[config.mk]
export PLATFORM = sky130hd
export DESIGN_NAME = dtlb_miss_ctrl
export DESIGN_NICKNAME = d
export VERILOG_FILES = /design/src/rtl/dtlb_ctrl_pkg.sv /design/src/rtl/rr_arb3.sv /design/src/rtl/dtlb_miss_ctrl.sv
export SDC_FILE = /design/constraint.sdc
export NUM_CORES = 1
export LEC_CHECK = 0
export ABC_CLOCK_PERIOD_IN_PS = 7750
export BUFFER_PORTS_ARGS = -buffer_cell sky130_fd_sc_hd__buf_2
export CAP_MARGIN = 20
export CORE_AREA = 2 2 183 185
export CTS_CLUSTER_SIZE = 30
export DETAILED_ROUTE_END_ITERATION = 10
export DIE_AREA = 0 0 185 187
export GPL_ROUTABILITY_DRIVEN = 0
export GPL_TIMING_DRIVEN = 0
export PLACE_DENSITY = 0.57
export SKIP_CTS_REPAIR_TIMING = 1
export SLEW_MARGIN = 20
export SYNTH_ARGS = -nofsm -noshare
export SYNTH_HDL_FRONTEND = slang
export SYNTH_SLANG_ARGS = --single-unit
[constraint.sdc]
create_clock -name clk -period 7.75 [get_ports clk]
set_clock_uncertainty 0.1 [all_clocks]
set_input_delay 0.775 -clock clk [delete_from_list [all_inputs] [get_ports clk]]
set_output_delay 0.775 -clock clk [all_outputs]
set_load 0.005 [all_outputs]
[src/rtl/dtlb_ctrl_pkg.sv]
`default_nettype none
// ============================================================================
//  Module      : dtlb_ctrl_pkg
//  Description : Shared types and constants for the data-TLB miss controller.
//  Revision    : 1.0  initial release
// ============================================================================
package dtlb_ctrl_pkg;

    localparam int c_NPORT = 3;

    // Bit positions inside the 7-bit G,A,D,U,W,R,X permission vector
    localparam int c_GADUWRX_G = 6;
    localparam int c_GADUWRX_A = 5;
    localparam int c_GADUWRX_D = 4;
    localparam int c_GADUWRX_U = 3;
    localparam int c_GADUWRX_W = 2;
    localparam int c_GADUWRX_R = 1;
    localparam int c_GADUWRX_X = 0;

    typedef enum logic [2:0] {
        ST_IDLE      = 3'd0,
        ST_WALK_REQ  = 3'd1,
        ST_WALK_WAIT = 3'd2,
        ST_FILL      = 3'd3,
        ST_FENCE     = 3'd4
    } state_e;

    // Successor of a port index, wrapping 2 -> 0
    function automatic logic [1:0] next_port(input logic [1:0] p);
        return (p == 2'd2) ? 2'd0 : p + 2'd1;
    endfunction

endpackage
`default_nettype wire

[src/rtl/rr_arb3.sv]
`default_nettype none
// ============================================================================
//  Module      : rr_arb3
//  Description : 3-way round-robin arbiter. Search starts at the pointer; the
//                pointer moves past the winner whenever a grant is consumed.
//  Revision    : 1.0  initial release
// ============================================================================
module rr_arb3
    import dtlb_ctrl_pkg::*;
(
    input  logic       clk,
    input  logic       rst,
    input  logic [2:0] i_req,
    input  logic       i_advance,
    output logic [2:0] o_gnt,
    output logic [1:0] o_gnt_idx,
    output logic       o_valid
);

    logic [1:0] r_ptr;
    logic [1:0] w_cand;

    // Pick the first requester at or after the pointer
    always_comb begin
        o_valid   = 1'b0;
        o_gnt_idx = 2'd0;
        w_cand    = r_ptr;
        for (int i = 0; i < c_NPORT; i++) begin
            if (!o_valid && i_req[w_cand]) begin
                o_valid   = 1'b1;
                o_gnt_idx = w_cand;
            end
            w_cand = next_port(w_cand);
        end
        o_gnt = o_valid ? (3'b001 << o_gnt_idx) : 3'b000;
    end

    // Pointer advances to the port after the one just granted
    always_ff @(posedge clk or posedge rst) begin
        if (rst) begin
            r_ptr <= 2'd0;
        end else if (i_advance && o_valid) begin
            r_ptr <= next_port(o_gnt_idx);
        end
    end

endmodule
`default_nettype wire

[src/rtl/dtlb_miss_ctrl.sv]
`default_nettype none
// ============================================================================
//  Module      : dtlb_miss_ctrl
//  Description : Data-TLB miss sequencer: arbitrates port misses, issues one
//                page-table walk at a time, fills the TLB, acks requesters
//                (coalescing identical pages) and serialises invalidations.
//  Revision    : 1.0  initial release
// ============================================================================
module dtlb_miss_ctrl
    import dtlb_ctrl_pkg::*;
#(
    parameter int VA_SZ = 48,
    parameter int NPHYS = 44,
    parameter int NPORT = c_NPORT
)(
    input  logic                clk,
    input  logic                reset,
    input  logic [NPORT-1:0]    miss_req,
    input  logic [VA_SZ-13:0]   miss_vaddr_0,
    input  logic [VA_SZ-13:0]   miss_vaddr_1,
    input  logic [VA_SZ-13:0]   miss_vaddr_2,
    input  logic [15:0]         miss_asid_0,
    input  logic [15:0]         miss_asid_1,
    input  logic [15:0]         miss_asid_2,
    output logic [NPORT-1:0]    miss_ack,
    output logic [NPORT-1:0]    miss_fault,
    output logic                ptw_req,
    output logic [VA_SZ-13:0]   ptw_vaddr,
    output logic [15:0]         ptw_asid,
    input  logic                ptw_ack,
    input  logic                ptw_done,
    input  logic                ptw_fault,
    input  logic [NPHYS-13:0]   ptw_paddr,
    input  logic [6:0]          ptw_gaduwrx,
    input  logic                ptw_2mB,
    input  logic                ptw_4mB,
    input  logic                ptw_1gB,
    input  logic                ptw_512gB,
    output logic                wr_entry,
    output logic [VA_SZ-13:0]   wr_vaddr,
    output logic [15:0]         wr_asid,
    output logic [NPHYS-13:0]   wr_paddr,
    output logic [6:0]          wr_gaduwrx,
    output logic                wr_2mB,
    output logic                wr_4mB,
    output logic                wr_1gB,
    output logic                wr_512gB,
    input  logic                fence_req,
    input  logic                fence_asid_valid,
    input  logic [15:0]         fence_asid,
    input  logic                fence_addr_valid,
    input  logic [VA_SZ-13:0]   fence_vaddr,
    input  logic                fence_unified,
    output logic                fence_ack,
    output logic                wr_invalidate,
    output logic                wr_invalidate_asid,
    output logic [15:0]         wr_inv_asid,
    output logic                wr_inv_unified,
    output logic                wr_invalidate_addr,
    output logic [VA_SZ-13:0]   wr_inv_vaddr,
    output logic                busy
);

    state_e             r_state;
    logic [NPORT-1:0]   r_gnt_oh;
    logic [2:0]         w_gnt_oh;
    logic [1:0]         w_gnt_idx;
    logic               w_gnt_valid;
    logic               w_advance;
    logic               w_fill;
    logic [NPORT-1:0]   w_ack_vec;
    logic [NPORT-1:0]   w_fault_vec;
    logic [VA_SZ-13:0]  w_port_vaddr [NPORT];
    logic [15:0]        w_port_asid  [NPORT];

    assign w_port_vaddr[0] = miss_vaddr_0;
    assign w_port_vaddr[1] = miss_vaddr_1;
    assign w_port_vaddr[2] = miss_vaddr_2;
    assign w_port_asid[0]  = miss_asid_0;
    assign w_port_asid[1]  = miss_asid_1;
    assign w_port_asid[2]  = miss_asid_2;

    // A pending fence wins over misses, so the pointer only moves on a real grant
    assign w_advance = (r_state == ST_IDLE) && !fence_req;

    // Walk result arrives: either right after the request or while waiting
    assign w_fill = ((r_state == ST_WALK_REQ) && ptw_ack && ptw_done) ||
                    ((r_state == ST_WALK_WAIT) && ptw_done);

    rr_arb3 u_arb (
        .clk       (clk),
        .rst       (reset),
        .i_req     (miss_req),
        .i_advance (w_advance),
        .o_gnt     (w_gnt_oh),
        .o_gnt_idx (w_gnt_idx),
        .o_valid   (w_gnt_valid)
    );

    // Ack the granted port if still waiting; on success also ack identical pages
    always_comb begin
        w_ack_vec   = '0;
        w_fault_vec = '0;
        for (int p = 0; p < NPORT; p++) begin
            if (r_gnt_oh[p]) begin
                w_ack_vec[p]   = miss_req[p];
                w_fault_vec[p] = miss_req[p] & ptw_fault;
            end else if (!ptw_fault && miss_req[p] &&
                         (w_port_vaddr[p] == ptw_vaddr) &&
                         (w_port_asid[p] == ptw_asid)) begin
                w_ack_vec[p] = 1'b1;
            end
        end
    end

    // Controller FSM; every output is a register updated here
    always_ff @(posedge clk or posedge reset) begin
        if (reset) begin
            r_state            <= ST_IDLE;
            r_gnt_oh           <= '0;
            busy               <= 1'b0;
            miss_ack           <= '0;
            miss_fault         <= '0;
            ptw_req            <= 1'b0;
            ptw_vaddr          <= '0;
            ptw_asid           <= '0;
            wr_entry           <= 1'b0;
            wr_vaddr           <= '0;
            wr_asid            <= '0;
            wr_paddr           <= '0;
            wr_gaduwrx         <= '0;
            wr_2mB             <= 1'b0;
            wr_4mB             <= 1'b0;
            wr_1gB             <= 1'b0;
            wr_512gB           <= 1'b0;
            fence_ack          <= 1'b0;
            wr_invalidate      <= 1'b0;
            wr_invalidate_asid <= 1'b0;
            wr_inv_asid        <= '0;
            wr_inv_unified     <= 1'b0;
            wr_invalidate_addr <= 1'b0;
            wr_inv_vaddr       <= '0;
        end else begin
            miss_ack      <= '0;
            miss_fault    <= '0;
            wr_entry      <= 1'b0;
            fence_ack     <= 1'b0;
            wr_invalidate <= 1'b0;

            case (r_state)
                ST_IDLE: begin
                    if (fence_req) begin
                        r_state            <= ST_FENCE;
                        busy               <= 1'b1;
                        wr_invalidate      <= 1'b1;
                        fence_ack          <= 1'b1;
                        wr_invalidate_asid <= fence_asid_valid;
                        wr_inv_asid        <= fence_asid;
                        wr_invalidate_addr <= fence_addr_valid;
                        wr_inv_vaddr       <= fence_vaddr;
                        wr_inv_unified     <= fence_unified;
                    end else if (w_gnt_valid) begin
                        r_state   <= ST_WALK_REQ;
                        busy      <= 1'b1;
                        ptw_req   <= 1'b1;
                        r_gnt_oh  <= w_gnt_oh;
                        ptw_vaddr <= w_port_vaddr[w_gnt_idx];
                        ptw_asid  <= w_port_asid[w_gnt_idx];
                    end
                end
                ST_WALK_REQ: begin
                    if (ptw_ack) begin
                        ptw_req <= 1'b0;
                        r_state <= ptw_done ? ST_FILL : ST_WALK_WAIT;
                    end
                end
                ST_WALK_WAIT: begin
                    if (ptw_done) begin
                        r_state <= ST_FILL;
                    end
                end
                ST_FILL: begin
                    r_state <= ST_IDLE;
                    busy    <= 1'b0;
                end
                ST_FENCE: begin
                    r_state <= ST_IDLE;
                    busy    <= 1'b0;
                end
                default: begin
                    r_state <= ST_IDLE;
                    busy    <= 1'b0;
                    ptw_req <= 1'b0;
                end
            endcase

            // Fill data and acks are captured with the walk result
            if (w_fill) begin
                wr_entry   <= !ptw_fault;
                wr_vaddr   <= ptw_vaddr;
                wr_asid    <= ptw_asid;
                wr_paddr   <= ptw_paddr;
                wr_gaduwrx <= ptw_gaduwrx;
                wr_2mB     <= ptw_2mB;
                wr_4mB     <= ptw_4mB;
                wr_1gB     <= ptw_1gB;
                wr_512gB   <= ptw_512gB;
                miss_ack   <= w_ack_vec;
                miss_fault <= w_fault_vec;
            end
        end
    end

endmodule
`default_nettype wire

Yosys cells after proc, flatten, opt, wreduce, memory -nomap -nowiden:

Cells that the tools add are included.

* register bits: 220
* latch bits: 0
* bits in writable memories: 0
* memory bits (read-only): 0
* output and inout bits: 213
* memories: 0

* $add $sub $neg: 3
* multiply operators: 0
* divide/modulo/power cells: 0
* magnitude comparators: 4
* eq/ne operators: 18
* shift-type cells: 1
* multiplexer cells: 47
* bitwise operators: 7
* reduce and logical (&&, ||, !) cells: 29

Operators by type and width (number)
* $eq 36x36->1: 3
* $bmux 36 s2: 1
* $mux 36: 2
* $eq 16x16->1: 3
* $bmux 16 s2: 1
* $mux 16: 2
* $mux 1: 23
* $mux 3: 6
* $logic_and 1x1->1: 16
* $mux 2: 6
* $lt 2x3->1 const B: 3
* $pmux 3 s3: 1
* $add 2x1->2 const B: 3
* $bmux 1 s2: 3
* $eq 2x2->1 const B: 3
* $eq 3x2->1 const B: 2
* $ne 2x2->1 const B: 3
* $reduce_and 3->1: 2
* $logic_not 1->1: 4
* $reduce_and 2->1: 2
* $reduce_and 4->1: 1
* $and 1x1->1: 3
* $eq 3x1->1 const B: 1
* $eq 3x3->1 const B: 1
* 12 further kinds: 14

Depth between registers and ports, before layout:

* depth after elaboration: 13
* depth in mapped cells: 9

By module:

From an unflattened synthesis, not the netlist that was laid out.

* cell total of the unflattened synthesis: 1200
* area total of the unflattened synthesis: 11136.9 um^2

By module, submodules not included
* dtlb_miss_ctrl: instances 1, cells each 1174, area each 10951.8 um^2, sequential area each 5455.2 um^2
* rr_arb3: instances 1, cells each 26, area each 185.2 um^2, sequential area each 50.0 um^2

Worst setup path before layout:

No wires, ideal clock.

* path kind: input to register
* start: input miss_req[0]
* end: register ptw_vaddr[19]
* setup time: 0.066 ns
* arrival: 2.079 ns
* data required time: 7.584 ns
* path slack: 5.505 ns
* cell stages on the path: 7
* buffers on the path: 2
* path through: buf_2 -> nand2b_1 -> a21oi_2 -> nor2_2 -> nor3_2 -> buf_2 -> a221o_1

* cells in the longest elaborated chain, start to end: 13
* elaborated cells on any way between the ends: 21
* classes of those cells: mux: 15; bitwise: 1; reduce/logical: 5

RTL lines
* start: declaration: RTL line dtlb_miss_ctrl.sv:18 `input logic [NPORT-1:0] miss_req,`
* $bmux 1 s2: RTL line rr_arb3.sv:29 `if (!o_valid && i_req[w_cand]) begin`
* $mux 1 (implied by the code): RTL line rr_arb3.sv:29
* $mux 1: RTL line rr_arb3.sv:29
* $logic_not 1->1: RTL line rr_arb3.sv:29
* $logic_and 1x1->1: RTL line rr_arb3.sv:29
* $mux 1: RTL line rr_arb3.sv:29
* $logic_not 1->1: RTL line rr_arb3.sv:29
* $logic_and 1x1->1: RTL line rr_arb3.sv:29
* $mux 2: RTL line rr_arb3.sv:29
* $not 2->3 (implied by the code): RTL line dtlb_miss_ctrl.sv:167 `ptw_vaddr <= w_port_vaddr[w_gnt_idx];`
* $bmux 36 s2: RTL line dtlb_miss_ctrl.sv:167
* $mux 36 (implied by the code) (2 in series): RTL line dtlb_miss_ctrl.sv:167
* end signal: assignment: RTL line dtlb_miss_ctrl.sv:167
* end: declaration: RTL line dtlb_miss_ctrl.sv:28 `output logic [VA_SZ-13:0] ptw_vaddr,`

Several ways; a longest one is shown, not always the timed one. The select of a mux whose other input is x is not followed.
A chain may end at the register's enable or synchronous reset.

Worst setup path after layout:

* start: register ptw_vaddr[19]
* end: register miss_ack[2]

* cells in the longest elaborated chain, start to end: 6

RTL lines
* $eq 36x36->1: RTL line dtlb_miss_ctrl.sv:109 `(w_port_vaddr[p] == ptw_vaddr) &&`
* $logic_and 1x1->1: RTL line dtlb_miss_ctrl.sv:108 `end else if (!ptw_fault && miss_req[p] &&`
* $logic_and 1x1->1: RTL line dtlb_miss_ctrl.sv:109
* $mux 1: RTL line dtlb_miss_ctrl.sv:108
* $mux 1: RTL line dtlb_miss_ctrl.sv:105 `if (r_gnt_oh[p]) begin`
* $mux 3: RTL line dtlb_miss_ctrl.sv:198 `if (w_fill) begin`
* end signal: assignment: RTL line dtlb_miss_ctrl.sv:208 `miss_ack <= w_ack_vec;`
* end: declaration: RTL line dtlb_miss_ctrl.sv:25 `output logic [NPORT-1:0] miss_ack,`

Every way passes these cells.

==> impl_metrics.env <==
export IMPL_status="finished clean"
export IMPL_r2r_start="ptw_vaddr[19]"
export IMPL_start_util_pct=32.82
export IMPL_ys_types=47
export IMPL_core_mm2=0.03286
export IMPL_post_drt_wl_per_cell_um=23.88
export IMPL_drtAntennaViolNets=0
export IMPL_p_leak_nw=7.515
export IMPL_maxCapViolCount=0
export IMPL_rsz0062_at_grt="no"
export IMPL_final_cell_mix="buf_2, nand2_1, dfrtp_1"
export IMPL_cts_root_buf="clkbuf_16"
export IMPL_die_h_um=187
export IMPL_syn_area_mm2=0.01079
export IMPL_syn_inst=1079
export IMPL_antenna_found_initial=12
export IMPL_fin_cells=2053
export IMPL_fin_area_mm2=0.01468
export IMPL_cp_endpoint="miss_ack[2]"
export IMPL_placed_area_mm2=0.01378
export IMPL_worst_pin_slew_ps=872.6
export IMPL_hpwl_um=38980
export IMPL_finalHoldViolations=0
export IMPL_layout_drive_gt1_share_pct=38.38
export IMPL_yosysSeqAreaShare_pct=50.58
export IMPL_max_freq_mhz=372.1
export IMPL_critPathTopFamily="simple AND/OR/NAND/NOR gates"
export IMPL_grt_max_degree=102
export IMPL_row_count=67
export IMPL_clk_path_buf_depth=3
export IMPL_avgSynthCellArea_um2=9.996
export IMPL_numPortBuffers=474
export IMPL_cp_depth=6
export IMPL_syn_nets=1342
export IMPL_worst_skew_pair_late_latency_ps=540
export IMPL_dr_first_iter_drc_count=657
export IMPL_cp_max_fo=5
export IMPL_powerDensity_mw_per_mm2=413.2
export IMPL_endpoint_kind="flop"
export IMPL_rr_worst_depth=6
export IMPL_die_area_mm2=0.03460
export IMPL_cp_num_buf_inv=1
export IMPL_r2r_slack_ps=5060
export IMPL_finalPower_mw=6.064
export IMPL_arrival_ps=3040
export IMPL_vdd_drop_max_mv=0.1748
export IMPL_synth_top_cell_area_share_pct=50.58
export IMPL_cts_tree="built"
export IMPL_grt_pass1_wl_um=69790
export IMPL_tns_ps=0
export IMPL_period_share_pct=34.68
export IMPL_wl_um=49030
export IMPL_layout_nets=1846
export IMPL_path_class="reg2reg"
export IMPL_placedCellCount=2003
export IMPL_startpoint_type="flop"
export IMPL_dr_pass1_iters=5
export IMPL_yosys_warnings=0
export IMPL_via_per_inst=5.065
export IMPL_crit_chain="clkbuf_1 -> xor2_1 -> nor4_1 -> nand4_1 -> or4_1 -> o21ai_1"
export IMPL_grt_use_total_pct=27.69
export IMPL_final_setup_viol_count=0
export IMPL_crit_start="ptw_vaddr[19]"
export IMPL_slew_viol_final=0
export IMPL_ys_top_cells_by_area="dfrtp_1, nand2_1, mux2_2"
export IMPL_io_pins=476
export IMPL_async_reset_ff_share_pct=100.0
export IMPL_final_common_cell="buf_2"
export IMPL_htree_levels=1
export IMPL_timing_rr_end="miss_ack[2]"
export IMPL_slew_headroom_pct=41.29
export IMPL_cts_sinks=218
export IMPL_die_width_um=185
export IMPL_layout_min_cycle_time_ps=2687
export IMPL_synth_edf_count=0
export IMPL_crit_path_top_delay_cell="nor4_1"
export IMPL_synth_seq_cells=218
export IMPL_hp_class="in2async"
export IMPL_vias=10400
export IMPL_grt_ovfl_total=0
export IMPL_slowest_delay_ps=780
export IMPL_numCtsBuffers=26
export IMPL_synth_ff_type="dfrtp_1"
export IMPL_yosys_area_top_type="dfrtp_1"
export IMPL_cp_required_ps=8100
export IMPL_cts_clk_slew_worst_paths_ps=60
export IMPL_grt_pass1_vias=10470
export IMPL_drc=0
export IMPL_areaGrowthSynthToFinish_pct=36.07
export IMPL_fill_cells=3302
[where the power goes]
part           total (mW)  internal, mW  switching (mW)
Clock                1.28         0.778           0.504
Sequential           2.01          1.67           0.343
Combinational        2.77          1.21            1.57
[cells in the mapped netlist, types with 3 or more instances]
cell type and count:
buf_6 5, nor2b_1 7, o22ai_1 6, o21ai_1 12, a22o_1 39, inv_1 29, nand4_1 20, o221ai_1 3
mux2_2 55, o21ai_0 22, xor2_1 67, buf_2 27, nor3_1 7, xnor2_1 59, nand2_1 292, a221oi_1 20
a21o_1 3, and2_1 16, clkbuf_1 53, nand3_1 3, a21oi_1 5, nor4_1 26, a221o_1 36, nor2_1 8
nand2b_1 9, dfrtp_1 218, buf_1 3, or4_1 3, o2bb2ai_1 4
[worst min-delay path by stage]
stage | start | end | slack, ps | depth (start not counted)
after floorplan | wr_1gB | wr_1gB | 370 | 2
after CTS | reset | wr_inv_vaddr[11] | 70 | 2
after global placement | wr_paddr[3] | wr_paddr[3] | 350 | 2
after global routing | reset | wr_inv_vaddr[8] | 90 | 2
final | reset | wr_inv_vaddr[11] | 90 | 2
after detailed placement | wr_gaduwrx[4] | wr_gaduwrx[4] | 360 | 2
[logic make-up after synthesis]
logic type | count (synthesis) | synth area share (%)
AND/OR/NAND/NOR | 397 | 16.26
flip-flops | 218 | 50.58
AO/OA/AOI/OAI | 165 | 12.38
XOR/XNOR | 126 | 10.23
buffers and inverters | 118 | 4.803
multiplexers | 55 | 5.742
[through the flow]
| step | hold WS [ps] | util (%) | worst slack, ps |
|---|---|---|---|
| detailed placement | 356.4 | 41.94 | 4780 |
| CTS | 72.77 | 44.62 | 5088 |
| finish | 93.44 | 44.66 | 5063 |
| global route | 89.65 | 44.64 | 4959 |
| floorplan | 369.7 | - | 910.6 |
| global placement | 354.2 | 41.75 | -2132 |
[flip-flops by register name (all words and copies together) (netlist names), 3 cells and up]
signal,count
ptw_vaddr,36
wr_inv_vaddr,36
wr_vaddr,36
wr_paddr,32
ptw_asid,16
wr_asid,16
wr_inv_asid,16
wr_gaduwrx,7
miss_ack,3
miss_fault,3
r_gnt_oh,3
r_state,3
[layer usage]
layer	wire (µm)	vias to the layer above	GRT usage [%]	share of wire (%)
met1	18080	5025	32.25	37
met3	4946	103	7.788	10
met4	1919	12	10.13	3.9
met2	24010	554	48.21	49
li1	-	4705	-	-
met5	74	-	0	0.15
[area by class of cell]
type / count / area (µm²) / area share, %
flip-flops and latches: 218 / 5455 / 37.17
multi-input cells: 743 / 4812 / 32.79
repair buffers: 476 / 2427 / 16.54
clock buffers: 36 / 759.5 / 5.175
well taps: 448 / 560.5 / 3.820
plain buffers: 89 / 409.1 / 2.788
clock inverters: 9 / 122.6 / 0.8355
inverters: 29 / 116.4 / 0.7929
diodes: 5 / 12.51 / 0.08526
No activity file was read; power rests on OpenSTA's default activity.
